## src/rtl/led_seq_pkg.sv

```systemverilog
// Shared types and default constants for the LED bank sequencer.
//   state_t          : sequencer FSM states
//   DEF_DATA_W       : default slot / switch width
//   DEF_NUM_BANKS    : default number of LED slots
//   DEF_DEB_CYCLES   : default debounce length in clk cycles
package led_seq_pkg;

    typedef enum logic [1:0] {
        IDLE     = 2'd0,
        WRITE    = 2'd1,
        CLEAR    = 2'd2,
        WAIT_REL = 2'd3
    } state_t;

    localparam int DEF_DATA_W     = 3;
    localparam int DEF_NUM_BANKS  = 4;
    localparam int DEF_DEB_CYCLES = 250000;

endpackage

```

## src/rtl/btn_filter.sv

```systemverilog
// Button debouncer: the output follows the input only after the input has
// disagreed with it for DEB_CYCLES consecutive samples.
//   clk  : clock, rising edge
//   rst  : asynchronous active-high reset (output and counter to 0)
//   din  : input, already synchronous to clk
//   dout : debounced level
module btn_filter #(
    parameter int DEB_CYCLES = 250000
) (
    input  logic clk,
    input  logic rst,
    input  logic din,
    output logic dout
);

    localparam int                CNT_W   = $clog2(DEB_CYCLES);
    localparam logic [CNT_W-1:0]  CNT_MAX = CNT_W'(DEB_CYCLES - 1);

    logic [CNT_W-1:0] cnt;

    // NOTE: sequential state uses non-blocking assignments so every flop
    // samples pre-edge values, independent of block ordering.
    always_ff @(posedge clk or posedge rst) begin
        if (rst) begin
            cnt  <= '0;
            dout <= 1'b0;
        end else if (din != dout) begin
            if (cnt == CNT_MAX) begin
                dout <= ~dout;
                cnt  <= '0;
            end else begin
                cnt <= cnt + 1'b1;
            end
        end else begin
            cnt <= '0;
        end
    end

endmodule

```

## src/rtl/led_bank_sequencer.sv

```systemverilog
// Commits the switch value into a round-robin bank of LED slots on a
// debounced commit press; a debounced clear press sweeps all slots to zero.
//   clk          : clock, rising edge
//   rst          : asynchronous active-high reset
//   sel          : value to commit (sampled only in the WRITE cycle)
//   commit_btn   : raw commit button
//   clear_btn    : raw clear button
//   leds         : slot k at bits [k*DATA_W +: DATA_W]
//   bank_ptr     : next slot to be written
//   commit_pulse : high during the WRITE cycle
//   busy         : high whenever the FSM is not IDLE
// Build option: define LED_BANK_SYNC_EN to add a 2-flop synchronizer in
// front of each debouncer (for truly asynchronous buttons, +2 cycles).
module led_bank_sequencer
    import led_seq_pkg::*;
#(
    parameter int NUM_BANKS  = DEF_NUM_BANKS,
    parameter int DATA_W     = DEF_DATA_W,
    parameter int DEB_CYCLES = DEF_DEB_CYCLES
) (
    input  logic                          clk,
    input  logic                          rst,
    input  logic [DATA_W-1:0]             sel,
    input  logic                          commit_btn,
    input  logic                          clear_btn,
    output logic [NUM_BANKS*DATA_W-1:0]   leds,
    output logic [$clog2(NUM_BANKS)-1:0]  bank_ptr,
    output logic                          commit_pulse,
    output logic                          busy
);

    localparam int               PTR_W    = $clog2(NUM_BANKS);
    localparam logic [PTR_W-1:0] LAST_IDX = PTR_W'(NUM_BANKS - 1);

    logic   commit_raw, clear_raw;
    logic   commit_f, clear_f;
    logic   commit_q, clear_q;
    logic   commit_rise, clear_rise;
    state_t state, state_next;
    logic [PTR_W-1:0] sweep_idx;

`ifdef LED_BANK_SYNC_EN
    logic [1:0] commit_sync, clear_sync;

    always_ff @(posedge clk or posedge rst) begin
        if (rst) begin
            commit_sync <= '0;
            clear_sync  <= '0;
        end else begin
            commit_sync <= {commit_sync[0], commit_btn};
            clear_sync  <= {clear_sync[0], clear_btn};
        end
    end

    assign commit_raw = commit_sync[1];
    assign clear_raw  = clear_sync[1];
`else
    assign commit_raw = commit_btn;
    assign clear_raw  = clear_btn;
`endif

    btn_filter #(.DEB_CYCLES(DEB_CYCLES)) u_commit_filter (
        .clk  (clk),
        .rst  (rst),
        .din  (commit_raw),
        .dout (commit_f)
    );

    btn_filter #(.DEB_CYCLES(DEB_CYCLES)) u_clear_filter (
        .clk  (clk),
        .rst  (rst),
        .din  (clear_raw),
        .dout (clear_f)
    );

    // Edge registers track the filtered levels in every state, so an edge
    // seen outside IDLE is consumed and never replayed later.
    always_ff @(posedge clk or posedge rst) begin
        if (rst) begin
            commit_q <= 1'b0;
            clear_q  <= 1'b0;
        end else begin
            commit_q <= commit_f;
            clear_q  <= clear_f;
        end
    end

    assign commit_rise = commit_f & ~commit_q;
    assign clear_rise  = clear_f  & ~clear_q;

    // NOTE: default assigned first so no path leaves state_next unassigned
    // (which would infer a latch).
    always_comb begin
        state_next = state;
        unique case (state)
            IDLE: begin
                if (clear_rise)       state_next = CLEAR;
                else if (commit_rise) state_next = WRITE;
            end
            WRITE:    state_next = WAIT_REL;
            CLEAR:    if (sweep_idx == LAST_IDX) state_next = WAIT_REL;
            WAIT_REL: if (!commit_f && !clear_f) state_next = IDLE;
            default:  state_next = IDLE;
        endcase
    end

    // Outputs are registered from state_next, so they line up with the
    // state register and add no delay.
    // NOTE: the LED slots are ordinary flops with async reset, so a reset
    // in mid-WRITE or mid-CLEAR leaves every slot zero at once.
    always_ff @(posedge clk or posedge rst) begin
        if (rst) begin
            state        <= IDLE;
            leds         <= '0;
            bank_ptr     <= '0;
            sweep_idx    <= '0;
            commit_pulse <= 1'b0;
            busy         <= 1'b0;
        end else begin
            state        <= state_next;
            commit_pulse <= (state_next == WRITE);
            busy         <= (state_next != IDLE);

            if (state == WRITE) begin
                leds[int'(bank_ptr)*DATA_W +: DATA_W] <= sel;
                bank_ptr <= (bank_ptr == LAST_IDX) ? '0 : bank_ptr + 1'b1;
            end

            if (state == CLEAR) begin
                leds[int'(sweep_idx)*DATA_W +: DATA_W] <= '0;
                if (sweep_idx == LAST_IDX) begin
                    sweep_idx <= '0;
                    bank_ptr  <= '0;
                end else begin
                    sweep_idx <= sweep_idx + 1'b1;
                end
            end else begin
                sweep_idx <= '0;
            end
        end
    end

endmodule

```

## config.mk

```make
export PLATFORM = sky130hd
export DESIGN_NAME = led_bank_sequencer
export DESIGN_NICKNAME = d
export VERILOG_FILES = /design/src/rtl/led_seq_pkg.sv /design/src/rtl/btn_filter.sv /design/src/rtl/led_bank_sequencer.sv
export SDC_FILE = /design/constraint.sdc
export NUM_CORES = 1
export LEC_CHECK = 0
export BUFFER_PORTS_ARGS = -buffer_cell sky130_fd_sc_hd__buf_2
export CORE_MARGIN = 5
export CORE_UTILIZATION = 40
export CTS_BUF_LIST = sky130_fd_sc_hd__clkbuf_4
export CTS_CLUSTER_DIAMETER = 40
export DETAILED_ROUTE_END_ITERATION = 6
export SLEW_MARGIN = 20
export SYNTH_ARGS = -nofsm -noshare
export SYNTH_HDL_FRONTEND = slang
export SYNTH_SLANG_ARGS = --single-unit
```

## constraint.sdc

```tcl
create_clock -name clk -period 2.3 [get_ports clk]
set_clock_uncertainty 0.2 [all_clocks]
set_input_delay 0.69 -clock clk [delete_from_list [all_inputs] [get_ports clk]]
set_output_delay 0.69 -clock clk [all_outputs]
set_load 0.02 [all_outputs]
```

==> key figures, run 1 <==
Timing
  • Setup slack of the critical path after layout: 276 ps
  • Worst Max-Slew Pin Slew: 534 ps
  • Unrepaired setup endpoints after global routing: false
  • Final min period: 2020 ps
  • Max Clock Freq: 0.494 GHz
  • Share of the clock period used by the worst path: 0.880
  • Endpoints failing setup: 0
  • Number of hold-slack violations in the final timing report: 0
  • Tightest slew margin relative to the limit: 0.643
  • Total negative slack for setup checks: 0 ps
  • Number of pins exceeding their max-slew limit in the final report: 0

Placed design
  • Worst setup slack after placement: 320 ps
  • Cell total after placement: 425
  • Placed Instance Area: 0.00334 mm2
  • Port bufs: 22
  • Sum of net half-perimeters after detailed placement: 4160 um
  • Routability Congestion: 0.841

Synthesis
  • Syn. warnings: 0
  • Number of storage elements in the synthesis netlist: 60
  • Top cell type's share of synthesized area: 0.498
  • Dominant cells by area after synthesis: sky130_fd_sc_hd__dfrtp_1, sky130_fd_sc_hd__xnor2_1, sky130_fd_sc_hd__ha_1
  • Leading cell type by number of instances after synthesis: sky130_fd_sc_hd__dfrtp_1
  • Synthesized net count: 319
  • Per-instance average area after synthesis: 10.1 um2
  • Netlist area before placement: 0.00302 mm2
  • Post-synth EDFFs: 0
  • Most used flip-flop cell after synthesis: sky130_fd_sc_hd__dfrtp_1
  • Most instantiated cells after synthesis: sky130_fd_sc_hd__dfrtp_1, sky130_fd_sc_hd__nor2_1, sky130_fd_sc_hd__xnor2_1
  • Library cell with the largest summed area after synthesis: sky130_fd_sc_hd__dfrtp_1
  • Sequential share of the synthesized area: 0.498
  • Number of distinct standard cells referenced by the synthesized netlist: 35
  • FFs w/ async S/R, synth: 1.00
  • Synthesized netlist cell count: 299

Critical path
  • Type of element launching the critical path: flop
  • Critical Path End Type: flop
  • Delay of the slowest cell on the worst path: 450 ps
  • Crit-path slowest cell: sky130_fd_sc_hd__dfrtp_1
  • Critical Path RT: 2430 ps
  • List of cells traversed by the critical path: inv_1 -> ha_1 -> inv_1 -> nor4_1 -> a22oi_1 -> a21oi_1
  • Count of cells along the worst register-to-register path: 6
  • Worst setup slack for register-to-register paths: 280 ps
  • Peak fanout along the critical path: 6
  • End of the worst register-to-register path: leds[6]$_DFF_PP0_
  • Startpoint-to-endpoint class of the critical path: flop to flop
  • Start of the worst register-to-register path: bank_ptr[1]$_DFF_PP0_
  • Data arrival time of the critical path: 2150 ps
  • Top cell by count, worst path: sky130_fd_sc_hd__inv_1

Run status
  • Result of the run: finished clean

Detailed routing
  • Total wire length after detailed routing: 5790 um
  • Post-detailed-route via-to-cell ratio: 5.16
  • Post-route ant nets: 0
  • Vias: 2,259
  • 1st-pass router iterations: 4
  • Iteration-0 DRC Markers: 108
  • DRC: 0
  • Routed len/inst: 13.2 um

Die
  • Top Ports: 23
  • Chip Width: 96.8 um
  • Die height: 96.8 um
  • Std-Cell Core Area: 0.00729 mm2
  • Cell Rows: 31
  • Starting density of the core: 0.414
  • Die Outline Area: 0.00938 mm2

CTS
  • Master cell of the clock root buffer: sky130_fd_sc_hd__clkbuf_4
  • Clock tree from TritonCTS: yes
  • Post-CTS Hold Buffers: 0
  • Number of clock sinks: 60
  • Total setup buffers inserted after CTS: 0
  • Skew-Pair Late Insertion Delay: 390 ps
  • Gates resized, CTS repair: 0
  • Number of CTS-inserted buffers: 9
  • Worst-case clock buffer depth: 2
  • CTS clock-pin slew for the worst setup and hold paths: 110 ps
  • Maximum level of the CTS H-tree: 3

GRT
  • Wire length of the first global-routing pass: 10,200 um
  • GRT Util Overall: 0.133
  • Pin count of the biggest net entering global routing: 24
  • Vias in the first global route: 2,136
  • Total congestion overflow: 0
  • Antenna violations before repair: 0

Pwr
  • Leakage power summed over all cells: 1.48 nW
  • IR drop worst, VDD: 0.246 mV
  • Total power divided by cell area: 564 mW/mm2

Finish
  • Post-route cell area: 0.00348 mm2
  • End-of-flow core utilization: 0.477
  • Non-filler cells, final: 438
  • Area growth from synthesis to layout: 15.3%
  • Post-layout net count: 357
  • Diode count: 0
  • Layout cells sized above 1: 0.165

Min path
  • Type of the tightest min-delay check: primary input to async pin

Run
  • Maximum capacitance violations: 0
-- metal layers --
layer  global-route usage  share of wire  wire length [um]
met1                0.183           0.50              2870
met2                0.193           0.44              2570
met3               0.0432          0.046               269
met4               0.0518          0.013                78
met5                    0              0                 0
-- critical path: cells and delay by family, from the launching register on --
kind	cells	cell delay [ps]
adders and majority gates	1	400
buffers and inverters	2	240
and+or+nand+nor	1	410
DFF	1	450
AOI/OAI and AO/OA	2	250
-- report_power, final --
part	internal, mW	switching (mW)	total (mW)
Sequential	1.07	0.0104	1.08
Combinational	0.0314	0.0515	0.0829
Clock	0.435	0.367	0.802
-- layout make-up --
| cell class | count | area, um2 |
|---|---|---|
| Inverter | 15 | 60.1 |
| Tap cell | 99 | 124 |
| Multi-Input combinational cell | 216 | 1420 |
| Sequential cell | 60 | 1500 |
| Fill cell | 708 | 3820 |
| Clock buffer | 10 | 75.1 |
| Timing Repair Buffer | 35 | 233 |
| Clock inverter | 3 | 65.1 |
-- logic make-up after synthesis --
logic type,synth area share
buf+inv,0.0319
fa+ha+maj,0.0539
mux,0.0141
compound gates,0.0755
flops,0.498
simple gates,0.234
xor+xnor,0.0929
-- sequential cells by signal (all words and copies together) (netlist names) --
name	flops
bank_ptr	2
busy	1
clear_q	1
commit_pulse	1
commit_q	1
leds	12
state	2
sweep_idx	2
u_clear_filter.cnt	18
u_clear_filter.dout	1
u_commit_filter.cnt	18
u_commit_filter.dout	1
-- stage by stage --
step           hold slack, ps  total power [mW]
2_1_floorplan             227              1.14
4_1_cts                   109              1.99
5_1_grt                   138              2.05
6_report                  123              1.96
3_5_place_dp              261              1.18
3_3_place_gp              256              1.18
-- how the worst max path moves through the flow --
stage,start,to,slack [ps],cells after the start
6_report,bank_ptr[1]$_DFF_PP0_,leds[6]$_DFF_PP0_,280,6
5_1_grt,bank_ptr[1]$_DFF_PP0_,leds[8]$_DFF_PP0_,20,6
4_1_cts,bank_ptr[0]$_DFF_PP0_,bank_ptr[0],260,2
3_5_place_dp,bank_ptr[1]$_DFF_PP0_,leds[6]$_DFF_PP0_,320,6
3_3_place_gp,bank_ptr[1]$_DFF_PP0_,leds[6]$_DFF_PP0_,350,6
2_1_floorplan,bank_ptr[0]$_DFF_PP0_,leds[6]$_DFF_PP0_,110,7
-- cells in the final DEF (no fill, tap or decap), types with 6 or more instances in the layout --
| master | n |
|---|---|
| sky130_fd_sc_hd__a22oi_1 | 7 |
| sky130_fd_sc_hd__a21oi_1 | 16 |
| sky130_fd_sc_hd__inv_1 | 14 |
| sky130_fd_sc_hd__nor2_1 | 42 |
| sky130_fd_sc_hd__nor4_1 | 22 |
| sky130_fd_sc_hd__buf_2 | 22 |
| sky130_fd_sc_hd__nand2_1 | 16 |
| sky130_fd_sc_hd__nand3_1 | 13 |
| sky130_fd_sc_hd__xnor2_1 | 25 |
| sky130_fd_sc_hd__nor3_1 | 7 |
| sky130_fd_sc_hd__buf_4 | 11 |
| sky130_fd_sc_hd__clkbuf_4 | 10 |
| sky130_fd_sc_hd__xor2_1 | 7 |
| sky130_fd_sc_hd__ha_1 | 13 |
| sky130_fd_sc_hd__dfrtp_1 | 60 |
| sky130_fd_sc_hd__nand3b_1 | 6 |
| sky130_fd_sc_hd__nand4_1 | 16 |
(Power assumes the default switching activity.)
==> inputs of run 2 (changes only) <==
Settings changed: SYNTH_HIERARCHICAL set to 1.
==> run 2 against run 1 <==
Clock power fell by 16%; combinational power fell by 16%; fmax fell by 0.63%; critical path depth fell by 2; setup slack got worse by 13 ps; synthesized area rose by 0.41%; sequential power barely moved; sequential share of layout area rose by 1.0 points; count of clock-buffer cells in the layout did not move; global-route usage fell by 0.16 points; largest cell class unchanged.
==> key figures, run 2 <==
Run status
  • Result of the run: finished clean (unchanged)

Synthesis
  • Top cell type's share of synthesized area: 0.496 (was 0.498)
  • Number of distinct standard cells referenced by the synthesized netlist: 36 (was 35)
  • Most used flip-flop cell after synthesis: sky130_fd_sc_hd__dfrtp_1 (unchanged)
  • Most instantiated cells after synthesis: sky130_fd_sc_hd__dfrtp_1, sky130_fd_sc_hd__nor2_1, sky130_fd_sc_hd__nand4_1 (was sky130_fd_sc_hd__dfrtp_1, sky130_fd_sc_hd__nor2_1, sky130_fd_sc_hd__xnor2_1)
  • Netlist area before placement: 0.00303 mm2 (was 0.00302 mm2)
  • Synthesized net count: 308 (was 319)
  • Dominant cells by area after synthesis: sky130_fd_sc_hd__dfrtp_1, sky130_fd_sc_hd__xor2_1, sky130_fd_sc_hd__nor2_1 (was sky130_fd_sc_hd__dfrtp_1, sky130_fd_sc_hd__xnor2_1, sky130_fd_sc_hd__ha_1)
  • Post-synth EDFFs: 0 (unchanged)
  • Sequential share of the synthesized area: 0.496 (was 0.498)
  • FFs w/ async S/R, synth: 1.00 (unchanged)
  • Syn. warnings: 6 (was 0)
  • Library cell with the largest summed area after synthesis: sky130_fd_sc_hd__dfrtp_1 (unchanged)
  • Leading cell type by number of instances after synthesis: sky130_fd_sc_hd__dfrtp_1 (unchanged)
  • Per-instance average area after synthesis: 10.4 um2 (was 10.1 um2)
  • Number of storage elements in the synthesis netlist: 60 (unchanged)
  • Synthesized netlist cell count: 290 (was 299)

Min path
  • Type of the tightest min-delay check: primary input to async pin (unchanged)

GRT
  • GRT Util Overall: 0.131 (was 0.133)
  • Antenna violations before repair: 0 (unchanged)
  • Wire length of the first global-routing pass: 10,100 um (was 10,200 um)
  • Total congestion overflow: 0 (unchanged)
  • Vias in the first global route: 2,174 (was 2,136)
  • Pin count of the biggest net entering global routing: 23 (was 24)

Finish
  • Most frequent cells in the layout: sky130_fd_sc_hd__dfrtp_1, sky130_fd_sc_hd__nor2_1, sky130_fd_sc_hd__nand4_1, sky130_fd_sc_hd__buf_2, sky130_fd_sc_hd__xor2_1 (was sky130_fd_sc_hd__dfrtp_1, sky130_fd_sc_hd__nor2_1, sky130_fd_sc_hd__xnor2_1, sky130_fd_sc_hd__nor4_1, sky130_fd_sc_hd__buf_2)
  • Commonest non-fill, non-tap cell in the layout: sky130_fd_sc_hd__dfrtp_1 (unchanged)
  • Largest registers: u_clear_filter/cnt: 18 flops, u_commit_filter/cnt: 18 flops, leds: 12 flops (was u_clear_filter.cnt: 18 flops, u_commit_filter.cnt: 18 flops, leds: 12 flops)
  • Diode count: 0 (unchanged)
  • Layout cells sized above 1: 0.171 (was 0.165)
  • Area growth from synthesis to layout: 12.2% (was 15.3%)
  • End-of-flow core utilization: 0.463 (was 0.477)
  • Post-layout net count: 343 (was 357)

CTS
  • Number of clock sinks: 60 (unchanged)
  • Master cell of the clock root buffer: sky130_fd_sc_hd__clkbuf_4 (unchanged)
  • Gates resized, CTS repair: 0 (unchanged)
  • Post-CTS Hold Buffers: 0 (unchanged)
  • Clock tree from TritonCTS: yes (unchanged)
  • Worst-case clock buffer depth: 2 (unchanged)
  • Skew-Pair Late Insertion Delay: 400 ps (was 390 ps)
  • Number of CTS-inserted buffers: 9 (unchanged)
  • Total setup buffers inserted after CTS: 0 (unchanged)
  • Maximum level of the CTS H-tree: 3 (unchanged)
  • CTS clock-pin slew for the worst setup and hold paths: 100 ps (was 110 ps)

Critical path
  • Type of element launching the critical path: flop (unchanged)
  • Critical Path RT: 2390 ps (was 2430 ps)
  • Data arrival time of the critical path: 2130 ps (was 2150 ps)
  • Startpoint-to-endpoint class of the critical path: flop to flop (unchanged)
  • Critical Path End Type: flop (unchanged)
  • Peak fanout along the critical path: 8 (was 6)

Timing
  • Share of the clock period used by the worst path: 0.886 (was 0.880)
  • Unrepaired setup endpoints after global routing: false (unchanged)
  • Tightest slew margin relative to the limit: 0.726 (was 0.643)
  • Total negative slack for setup checks: 0 ps (unchanged)
  • Max Clock Freq: 0.491 GHz (was 0.494 GHz)
  • Endpoints failing setup: 0 (unchanged)
  • Final min period: 2040 ps (was 2020 ps)
  • Number of hold-slack violations in the final timing report: 0 (unchanged)
  • Number of pins exceeding their max-slew limit in the final report: 0 (unchanged)
  • Worst Max-Slew Pin Slew: 409 ps (was 534 ps)
  • Setup slack of the critical path after layout: 263 ps (was 276 ps)

Run
  • Maximum capacitance violations: 0 (unchanged)

Die
  • Chip Width: 97.0 um (was 96.8 um)
  • Starting density of the core: 0.413 (was 0.414)
  • Std-Cell Core Area: 0.00733 mm2 (was 0.00729 mm2)
  • Die Outline Area: 0.00941 mm2 (was 0.00938 mm2)
  • Cell Rows: 31 (unchanged)
  • Die height: 97.0 um (was 96.8 um)
  • Top Ports: 23 (unchanged)

Detailed routing
  • Post-route ant nets: 0 (unchanged)
  • Vias: 2,182 (was 2,259)
  • Total wire length after detailed routing: 5850 um (was 5790 um)
  • Routed len/inst: 13.7 um (was 13.2 um)
  • Post-detailed-route via-to-cell ratio: 5.11 (was 5.16)
  • DRC: 0 (unchanged)
  • Iteration-0 DRC Markers: 74 (was 108)
  • 1st-pass router iterations: 4 (unchanged)

Placed design
  • Routability Congestion: 0.773 (was 0.841)
  • Port bufs: 22 (unchanged)
  • Sum of net half-perimeters after detailed placement: 4180 um (was 4160 um)
  • Worst setup slack after placement: 289 ps (was 320 ps)

Pwr
  • Sequential cell fraction of total power: 0.590 (was 0.549)
  • IR drop worst, VDD: 0.260 mV (was 0.246 mV)
  • Total power divided by cell area: 534 mW/mm2 (was 564 mW/mm2)
  • Leakage power summed over all cells: 1.53 nW (was 1.48 nW)
  • Combinational Power Share: 0.038 (was 0.042)
  • Sw Ratio: 0.223 (was 0.219)
  • Switching power of the nets: 404 uW (was 429 uW)
  • Power after layout: 1.81 mW (was 1.96 mW)
  • Internal power component: 1.41 mW (was 1.53 mW)
  • Clock power frac: 0.371 (was 0.409)
run 2: path summary, 6_finish.rpt:
kind                                                        from                                to  slack [ps]  depth (start not counted)
worst min register to register  u_commit_filter/dout$_DFFE_PP0P_                commit_q$_DFF_PP0_         270                          0
max in group asynchronous                                    rst            sweep_idx[0]$_DFF_PP0_        1530                          3
worst min-delay path                                         rst   u_clear_filter/dout$_DFFE_PP0P_         120                          3
worst max register to register  u_clear_filter/cnt[11]$_DFF_PP0_  u_clear_filter/cnt[13]$_DFF_PP0_         260                          4
worst max-delay path            u_clear_filter/cnt[11]$_DFF_PP0_  u_clear_filter/cnt[13]$_DFF_PP0_         260                          4
min in group clk                u_commit_filter/dout$_DFFE_PP0P_                commit_q$_DFF_PP0_         270                          0
run 2: logic make-up (layout without fill, tap and decap cells):
logic type / count (synthesis) / after routing / share of synthesized area
compound gates: 25 / 25 / 0.0661
xor+xnor: 30 / 30 / 0.0868
fa+ha+maj: 11 / 11 / 0.0455
buf+inv: 18 / 56 / 0.0314
flops: 60 / 60 / 0.496
mux: 3 / 3 / 0.0107
simple gates: 143 / 143 / 0.264
run 2: power groups by stage:
stage          Sequential (mW)  Combinational, mW  Clock (mW)
6_report                  1.07             0.0694       0.674
5_1_grt                   1.07             0.0813       0.764
4_1_cts                   1.07             0.0726       0.706
3_5_place_dp              1.09             0.0722           0
3_3_place_gp              1.09             0.0712           0
2_1_floorplan             1.09             0.0452           0
run 2: metal layers:
metal	up-vias	global-route usage	wire length (um)
met5	-	0	0
met4	0	0.0389	57
met3	7	0.0518	248
met2	35	0.215	2810
met1	1044	0.159	2740
li1	1096	-	-
run 2: worst max-delay path, stage by stage, from the launching register on:
cell	delay [ps]
sky130_fd_sc_hd__dfrtp_1	440
sky130_fd_sc_hd__or4_4	570
sky130_fd_sc_hd__o41ai_4	440
sky130_fd_sc_hd__buf_4	230
sky130_fd_sc_hd__nor2_1	60
run 2: cell type report:
type                            count  area, um2
Fill cell                         734       3930
Sequential cell                    60       1500
Multi-Input combinational cell    212       1430
Timing Repair Buffer               32        185
Tap cell                           99        124
Clock buffer                       10       75.1
Clock inverter                      4       42.5
Inverter                           10       37.5
run 2: per-stage QoR:
stage	hold slack [ps]	instances	instance area, um2
after detailed placement	264	413	3280
after global routing	134	427	3400
after global placement	258	413	3280
after CTS	114	427	3400
final	123	427	3400
after floorplan	227	290	3030
